$ cat src/rtl/bsr_pkg.sv
`default_nettype none
// ============================================================================
// Module      : bsr_pkg
// Description : Shared definitions for the BSR block scheduler and the sparse
//               systolic array: scheduler FSM states, default element/index
//               widths and block geometry.
// Revision    : 1.0 - initial release
// ============================================================================
package bsr_pkg;

    // Defaults shared with the sparse array
    localparam int BSR_DATA_WIDTH = 8;
    localparam int BSR_IDX_WIDTH  = 16;
    localparam int BSR_BLOCK_H    = 8;
    localparam int BSR_BLOCK_W    = 8;
    localparam int BLOCK_ELEMS    = BSR_BLOCK_H * BSR_BLOCK_W;

    typedef enum logic [2:0] {
        IDLE    = 3'd0,
        PTR_LO  = 3'd1,
        PTR_HI  = 3'd2,
        ROW_CHK = 3'd3,
        FETCH   = 3'd4,
        WAIT    = 3'd5,
        ISSUE   = 3'd6,
        DONE    = 3'd7
    } state_t;

endpackage
`default_nettype wire

$ cat src/rtl/bsr_block_scheduler.sv
`default_nettype none
// ============================================================================
// Module      : bsr_block_scheduler
// Description : Walks a block-sparse-row weight matrix (row_ptr, col_idx and
//               8x8 INT8 payloads) and issues each non-zero block over a
//               valid/ready handshake tagged with its block row/column.
//               Empty rows cost no issue cycles.
// Ports       : clk, rst                 - clock, synchronous active-high reset
//               i_start, i_num_block_rows- launch a walk (sampled in IDLE only)
//               o_busy, o_done, o_err    - status; err is sticky until start
//               o_blocks_issued          - handshakes completed this walk
//               o_row_ptr_rd_en/addr, i_row_ptr_data - row_ptr read, 1-cycle
//               o_blk_rd_en/addr, i_col_idx_data, i_blk_data - block read
//               o_valid_out, i_ready, o_block_data, o_block_row,
//               o_block_col, o_row_last  - block output handshake
// Revision    : 1.0 - initial release
// ============================================================================
module bsr_block_scheduler #(
    parameter int DATA_WIDTH = bsr_pkg::BSR_DATA_WIDTH,
    parameter int BLOCK_H    = bsr_pkg::BSR_BLOCK_H,
    parameter int BLOCK_W    = bsr_pkg::BSR_BLOCK_W,
    parameter int PTR_WIDTH  = 32,
    parameter int IDX_WIDTH  = bsr_pkg::BSR_IDX_WIDTH
) (
    input  logic                  clk,
    input  logic                  rst,
    input  logic                  i_start,
    input  logic [IDX_WIDTH-1:0]  i_num_block_rows,
    output logic                  o_busy,
    output logic                  o_done,
    output logic                  o_err,
    output logic [31:0]           o_blocks_issued,
    output logic                  o_row_ptr_rd_en,
    output logic [IDX_WIDTH-1:0]  o_row_ptr_addr,
    input  logic [PTR_WIDTH-1:0]  i_row_ptr_data,
    output logic                  o_blk_rd_en,
    output logic [PTR_WIDTH-1:0]  o_blk_addr,
    input  logic [IDX_WIDTH-1:0]  i_col_idx_data,
    input  logic [DATA_WIDTH-1:0] i_blk_data [0:BLOCK_H*BLOCK_W-1],
    output logic                  o_valid_out,
    output logic [DATA_WIDTH-1:0] o_block_data [0:BLOCK_H*BLOCK_W-1],
    output logic [IDX_WIDTH-1:0]  o_block_row,
    output logic [IDX_WIDTH-1:0]  o_block_col,
    output logic                  o_row_last,
    input  logic                  i_ready
);
    import bsr_pkg::*;

    localparam int ELEMS = BLOCK_H * BLOCK_W;

    state_t                r_state;
    logic [IDX_WIDTH-1:0]  r_num;
    logic [IDX_WIDTH-1:0]  r_row;
    logic [PTR_WIDTH-1:0]  r_cur;
    logic [PTR_WIDTH-1:0]  r_end;
    logic                  r_first;
    logic                  r_busy;
    logic                  r_done;
    logic                  r_err;
    logic [31:0]           r_blocks;
    logic                  r_row_ptr_rd_en;
    logic [IDX_WIDTH-1:0]  r_row_ptr_addr;
    logic                  r_blk_rd_en;
    logic [PTR_WIDTH-1:0]  r_blk_addr;
    logic                  r_valid;
    logic [DATA_WIDTH-1:0] r_block_data [0:ELEMS-1];
    logic [IDX_WIDTH-1:0]  r_block_row;
    logic [IDX_WIDTH-1:0]  r_block_col;
    logic                  r_row_last;

    logic [IDX_WIDTH-1:0]  w_row_inc;
    logic [IDX_WIDTH-1:0]  w_row_inc2;
    logic [PTR_WIDTH-1:0]  w_cur_inc;

    // r+1 is the row that becomes current after the row finishes; the next
    // row_ptr read for that row is at index (r+1)+1.
    assign w_row_inc  = r_row + IDX_WIDTH'(1);
    assign w_row_inc2 = r_row + IDX_WIDTH'(2);
    assign w_cur_inc  = r_cur + PTR_WIDTH'(1);

    always_ff @(posedge clk) begin
        if (rst) begin
            r_state         <= IDLE;
            r_num           <= '0;
            r_row           <= '0;
            r_cur           <= '0;
            r_end           <= '0;
            r_first         <= 1'b0;
            r_busy          <= 1'b0;
            r_done          <= 1'b0;
            r_err           <= 1'b0;
            r_blocks        <= '0;
            r_row_ptr_rd_en <= 1'b0;
            r_row_ptr_addr  <= '0;
            r_blk_rd_en     <= 1'b0;
            r_blk_addr      <= '0;
            r_valid         <= 1'b0;
            r_block_row     <= '0;
            r_block_col     <= '0;
            r_row_last      <= 1'b0;
            for (int k = 0; k < ELEMS; k++) begin
                r_block_data[k] <= '0;
            end
        end else begin
            // Read strobes and done are single-cycle; they are re-armed only
            // on the transition into the state that owns them.
            r_row_ptr_rd_en <= 1'b0;
            r_blk_rd_en     <= 1'b0;
            r_done          <= 1'b0;

            case (r_state)
                IDLE: begin
                    if (i_start) begin
                        r_num    <= i_num_block_rows;
                        r_err    <= 1'b0;
                        r_blocks <= '0;
                        r_row    <= '0;
                        r_first  <= 1'b1;
                        if (i_num_block_rows == '0) begin
                            r_state <= DONE;
                            r_done  <= 1'b1;
                        end else begin
                            r_state         <= PTR_LO;
                            r_busy          <= 1'b1;
                            r_row_ptr_rd_en <= 1'b1;
                            r_row_ptr_addr  <= '0;
                        end
                    end
                end

                PTR_LO: begin
                    r_state         <= PTR_HI;
                    r_row_ptr_rd_en <= 1'b1;
                    r_row_ptr_addr  <= w_row_inc;
                end

                PTR_HI: begin
                    // row_ptr[0] arrives here; later rows inherit cur from
                    // the previous row's end.
                    if (r_first) begin
                        r_cur <= i_row_ptr_data;
                    end
                    r_first <= 1'b0;
                    r_state <= ROW_CHK;
                end

                ROW_CHK: begin
                    r_end <= i_row_ptr_data;
                    if (i_row_ptr_data > r_cur) begin
                        r_state     <= FETCH;
                        r_blk_rd_en <= 1'b1;
                        r_blk_addr  <= r_cur;
                    end else begin
                        // Empty row; a decreasing row_ptr is flagged and cur
                        // is left where it was.
                        if (i_row_ptr_data < r_cur) begin
                            r_err <= 1'b1;
                        end else begin
                            r_cur <= i_row_ptr_data;
                        end
                        r_row <= w_row_inc;
                        if (w_row_inc == r_num) begin
                            r_state <= DONE;
                            r_busy  <= 1'b0;
                            r_done  <= 1'b1;
                        end else begin
                            r_state         <= PTR_HI;
                            r_row_ptr_rd_en <= 1'b1;
                            r_row_ptr_addr  <= w_row_inc2;
                        end
                    end
                end

                FETCH: begin
                    r_state <= WAIT;
                end

                WAIT: begin
                    r_block_data <= i_blk_data;
                    r_block_col  <= i_col_idx_data;
                    r_block_row  <= r_row;
                    r_row_last   <= (w_cur_inc == r_end);
                    r_valid      <= 1'b1;
                    r_state      <= ISSUE;
                end

                ISSUE: begin
                    // Holding register and tags stay frozen until accepted.
                    if (i_ready) begin
                        r_valid  <= 1'b0;
                        r_blocks <= r_blocks + 32'd1;
                        r_cur    <= w_cur_inc;
                        if (w_cur_inc == r_end) begin
                            r_row <= w_row_inc;
                            if (w_row_inc == r_num) begin
                                r_state <= DONE;
                                r_busy  <= 1'b0;
                                r_done  <= 1'b1;
                            end else begin
                                r_state         <= PTR_HI;
                                r_row_ptr_rd_en <= 1'b1;
                                r_row_ptr_addr  <= w_row_inc2;
                            end
                        end else begin
                            r_state     <= FETCH;
                            r_blk_rd_en <= 1'b1;
                            r_blk_addr  <= w_cur_inc;
                        end
                    end
                end

                DONE: begin
                    r_state <= IDLE;
                end

                default: begin
                    r_state <= IDLE;
                    r_busy  <= 1'b0;
                end
            endcase
        end
    end

    assign o_busy          = r_busy;
    assign o_done          = r_done;
    assign o_err           = r_err;
    assign o_blocks_issued = r_blocks;
    assign o_row_ptr_rd_en = r_row_ptr_rd_en;
    assign o_row_ptr_addr  = r_row_ptr_addr;
    assign o_blk_rd_en     = r_blk_rd_en;
    assign o_blk_addr      = r_blk_addr;
    assign o_valid_out     = r_valid;
    assign o_block_data    = r_block_data;
    assign o_block_row     = r_block_row;
    assign o_block_col     = r_block_col;
    assign o_row_last      = r_row_last;

endmodule
`default_nettype wire
$ cat config.mk
export PLATFORM = sky130hd
export DESIGN_NAME = bsr_block_scheduler
export DESIGN_NICKNAME = d
export VERILOG_FILES = /design/src/rtl/bsr_pkg.sv /design/src/rtl/bsr_block_scheduler.sv
export SDC_FILE = /design/constraint.sdc
export NUM_CORES = 2
export LEC_CHECK = 0
export CAP_MARGIN = 20
export CORE_AREA = 2 2 467 469
export CTS_BUF_LIST = sky130_fd_sc_hd__clkbuf_4 sky130_fd_sc_hd__clkbuf_8
export DETAILED_ROUTE_END_ITERATION = 16
export DIE_AREA = 0 0 469 471
export GPL_ROUTABILITY_DRIVEN = 0
export SLEW_MARGIN = 10
export SYNTH_ARGS = -nofsm -noshare
export SYNTH_HDL_FRONTEND = slang
export SYNTH_SLANG_ARGS = --single-unit
$ cat constraint.sdc
create_clock -name clk -period 10.75 [get_ports clk]
set_input_delay 2.15 -clock clk [delete_from_list [all_inputs] [get_ports clk]]
set_output_delay 2.15 -clock clk [all_outputs]
set_load 0.02 [all_outputs]
; ---- Word-level counts from Yosys, hierarchy flattened
; Cells that the tools add are included.
[word_totals]
ff_bits = 731
output_inout_bits = 631
word_cells = 192
[op_classes]
addsub = 4
n_lt_le_gt_ge = 2
eq_ne = 19
muxes = 64
reduce_logical = 21
[ops]
columns = operator, n
row1 = 32-bit two-way mux, 9
row2 = 16-bit two-way mux, 10
row3 = 32-bit one-hot mux with 2 select lines, 2
row4 = 32-bit one-hot mux with 3 select lines, 1
row5 = 32-bit by 1-bit adder with 32-bit output (second input constant), 2
row6 = 16-bit one-hot mux with 4 select lines, 1
row7 = 16-bit one-hot mux with 3 select lines, 1
row8 = 32-bit equality test, 1
row9 = 32-bit > comparator, 1
row10 = 32-bit less-than comparator, 1
row11 = 1-bit two-way mux, 26
row12 = 3-bit one-hot mux with 8 select lines, 1
row13 = 2-bit inequality test (second input constant), 10
row14 = 3-bit two-way mux, 6
row15 = 16-bit by 1-bit adder with 16-bit output (second input constant), 1
row16 = 16-bit by 2-bit adder with 16-bit output (second input constant), 1
row17 = 16-bit equality test, 1
row18 = 16-bit logical NOT, 1
row19 = 3-bit equality test (second input constant), 4
row20 = 6-bit AND reduction, 2
row21 = 5-bit AND reduction, 2
row22 = 2-bit nonzero test, 5
row23 = 1-bit one-hot mux with 2 select lines, 4
row24 = 2-bit AND reduction, 4
row25 = other kinds (9), 13

; ---- Logic depth before layout (Yosys ltp)
[depth]
word_depth = 6
mapped_depth = 14
ltp_nobuf = 11

; ---- Worst setup path before layout
; Ideal clock, no wire load.
[synth_timing]
path_kind = in2reg
startpoint = input i_row_ptr_data[28]
endpoint = register r_row_ptr_addr[11], in the netlist o_row_ptr_addr[11]
setup_ns = 0.087
arrival_ns = 4.983
required_ns = 10.663
path_slack_ns = 5.680
cell_stages = 12
n_path_buf = 2
path_cell_list = ha_1 and4_1 a221oi_1 a21boi_0 or4_1 a2bb2oi_1 a21o_1 or3_1 and2_1 buf_2 buf_6 o31ai_1
[synth_between]
elab_chain_cells = 3
[synth_lines]
columns = item, line_no
row1 = "start, declared", bsr_block_scheduler.sv:35  ; input logic [PTR_WIDTH-1:0] i_row_ptr_data,
row2 = 32-bit > comparator, bsr_block_scheduler.sv:149  ; if (i_row_ptr_data > r_cur) begin
row3 = 2-bit inequality test (no source line), -
row4 = 6-bit AND reduction (no source line), -
row5 = "end signal, assigned", bsr_block_scheduler.sv:134  ; r_row_ptr_addr <= w_row_inc;
row6 = "end signal, assigned", bsr_block_scheduler.sv:169  ; r_row_ptr_addr <= w_row_inc2;
row7 = "end signal, assigned", bsr_block_scheduler.sv:202  ; r_row_ptr_addr <= w_row_inc2;
row8 = "end, declared", bsr_block_scheduler.sv:62  ; logic [IDX_WIDTH-1:0] r_row_ptr_addr;
; Every way passes these cells.
; A chain may end at the register's enable or synchronous reset.

; ---- Worst setup path after layout
[layout_timing]
startpoint = input i_row_ptr_data[31]
endpoint = register r_row_ptr_addr[13], in the netlist o_row_ptr_addr[13]
; Same word-level chain as after synthesis.

==> impl_metrics.tcl <==
set metrics [dict create \
    start_kind "primary input" \
    cts_max_level 4 \
    dp_cells 7726 \
    min_period_ns 5.87 \
    ys_warn_count 0 \
    fin_setup_tns_ns 0 \
    fmax_mhz 170 \
    final_hold_viol_count 0 \
    synth_area_um2 30400 \
    gr-usage-all-layers 0.174 \
    synth_cell_types 83 \
    crit_type "in -> reg" \
    maxSlewViolCount 0 \
    required_ns 11.56 \
    rsz0062_at_grt "no" \
    syn_inst 3932 \
    p_leak_uw 0.0160 \
    synth.largest_area_cell "dfxtp_1" \
    cts_tree "built" \
    post-dp-hpwl_um 162000 \
    ys_ff_latch 731 \
    syn_to_final_growth_pct 59.8 \
    synth.top_cell.area_share 0.481 \
    r2r_start "r_cur[0]" \
    dieWidth_um 469 \
    synth-edff-count 0 \
    worstHoldStart "o_block_data[494]" \
    ir_drop_mv 0.114 \
    cp_max_fo 17 \
    async_flop_share 0 \
    rr_endpoint "o_blk_addr[27]" \
    hp-class "reg -> reg" \
    synthFlopType "dfxtp_1" \
    root_buffer "clkbuf_8" \
    cts_made_buffers 148 \
    dr.pass1.iters 6 \
    post_cts_resized 0 \
    io_buffers 1210 \
    cts_buffer_depth 3 \
    finClkSkew_ns 0.0721 \
    core-area_um2 216000 \
    drc 0 \
    start_util 0.141 \
    drt_wl_total_um 201000 \
    worstPathArrival_ns 6.69 \
    grt-ovfl-total 0 \
    num-nets-final 5639 \
    relSlewSlack 0.194 \
    die-area_um2 221000 \
    setup_viol 0 \
    syn_area_per_cell_um2 7.74 \
    grt_pass1_wl_um 267000 \
    hold_end "o_block_data[494]" \
    postCtsHoldBufs 0 \
    synthTopCellsByArea "dfxtp_1, nand2_1, a21oi_1" \
    worst_pin_slew_ns 1.21 \
    ant_nets 0 \
    layout-drive-gt1-share 0.0668 \
    layoutNonFillerInstCount 8011 \
    yosysSeqAreaShare 0.481 \
    syn-num-nets 4548 \
    synth_commonest_cells "nand2_1, dfxtp_1, a21oi_1" \
    period_share 0.546 \
    endpoint_kind "flip-flop" \
    rrSetupSlack_ns 5.10 \
    post-route-util 0.225 \
    clock_latency_ns 0.92 \
    drt_iter0_markers 2693 \
    timing.hold.ws_ns 0.451 \
    rr_worst_depth 11 \
    status "completed" \
    die_h_um 471 \
    grt_pass1_vias 32400 \
    synth.most_common_cell "nand2_1" \
    antenna_found_initial 83 \
    drv_cap 0 \
    whs_path_depth 2 \
    fin_area_um2 48700 \
    grt_max_degree 197 \
    post_dp_cell_area_um2 45300 \
    clk_pin_slew_worst_paths_ns 0.06 \
    wl_per_cell_um 25.1 \
    clock_sink_count 731 \
    cts_setup_buffers 0 \
    route.vias.total 33500 \
    power_density_nw_per_um2 168 \
    viasPerCell 4.19 \
    pin_count 1211 \
    std_cell_rows 171 \
    fill_cells 23800 \
]
==> routing by layer <==
metal / track usage / wire, um / vias to the layer above
li1: - / - / 15400
met1: 0.179 / 71000 / 16000
met2: 0.277 / 91000 / 1641
met3: 0.111 / 28900 / 399
met4: 0.0763 / 9570 / 50
met5: 0 / 335 / -
==> where the power goes <==
group          total, uW  internal (uW)  switching (uW)
Combinational       1820            702            1120
Sequential          3050           2890             157
Clock               3320           1850            1470
==> cell usage in the layout, fill, tap and decap left out, types with 41 or more instances in the layout <==
cell type and instances:
nand2_1 1303, clkdlybuf4s50_1 1209, dfxtp_1 731, a21oi_1 657, clkbuf_8 179, nor2_1 150
o21ai_0 83, xnor2_1 70, inv_1 57, nand3_1 47, clkbuf_4 42, nand4_1 41
==> kinds of logic (layout without fill, tap and decap cells) <==
group           Yosys count  in the layout  share of synthesized area
compound gates          915            915                      0.169
xor+xnor                104            104                     0.0299
fa+ha+maj                36             36                     0.0148
buf+inv                 358           1559                     0.0472
flops                   731            731                      0.481
mux                      42             42                     0.0173
other cells               0             24                          0
simple gates           1746           1746                      0.242
==> registers in the layout (all words and copies together), names as in the netlist <==
name             flops
o_block_row         16
o_blk_rd_en          1
r_end               32
r_num               16
r_cur               32
o_blocks_issued     32
o_row_ptr_rd_en      1
o_busy               1
o_blk_addr          32
r_first              1
r_state              3
o_block_data       512
o_valid_out          1
o_block_col         16
o_row_ptr_addr      16
r_row               16
o_row_last           1
o_done               1
o_err                1
==> worst max-delay path, cell delays in order <==
cell and delay (ns):
clkdlybuf4s50_1 0.58, ha_1 0.42, and3_1 0.18, nand3_1 0.15, or2_2 0.41, a41oi_1 0.36
a2bb2oi_1 0.69, a21o_1 0.23, or3_1 0.39, and2_1 0.69, mux2_2 0.40
==> through the flow <==
| step | setup WS, ns | power [uW] |
|---|---|---|
| 6_report | 4.88 | 8180 |
| 5_1_grt | 4.85 | 8570 |
| 4_1_cts | 5.11 | 8310 |
| 3_5_place_dp | 4.07 | 4910 |
| 3_3_place_gp | 4.13 | 4890 |
| 2_1_floorplan | 5.68 | 3970 |
==> worst max-delay path by stage <==
stage	start	endpoint	depth (start not counted)
after detailed placement	i_row_ptr_data[31]	o_row_ptr_addr[13]	11
after global routing	r_cur[0]	o_blk_addr[25]	11
after global placement	i_row_ptr_data[31]	o_row_ptr_addr[13]	11
final	i_row_ptr_data[31]	o_row_ptr_addr[13]	11
after CTS	i_row_ptr_data[31]	o_row_ptr_addr[13]	11
after floorplan	i_row_ptr_data[28]	o_row_ptr_addr[11]	12
==> final cells by class <==
type / count / area [um^2] / share of cell area
inverter: 61 / 229 / 0.00471
timing repair buffer: 1238 / 12400 / 0.255
antenna: 24 / 60.1 / 0.00123
clock inverter: 39 / 539 / 0.0111
sequential: 731 / 14600 / 0.301
multi-input combinational: 2843 / 14400 / 0.296
clock buffer: 221 / 2780 / 0.0571
tap: 2854 / 3570 / 0.0734
Note: power is estimated with default switching activity, not from simulation.
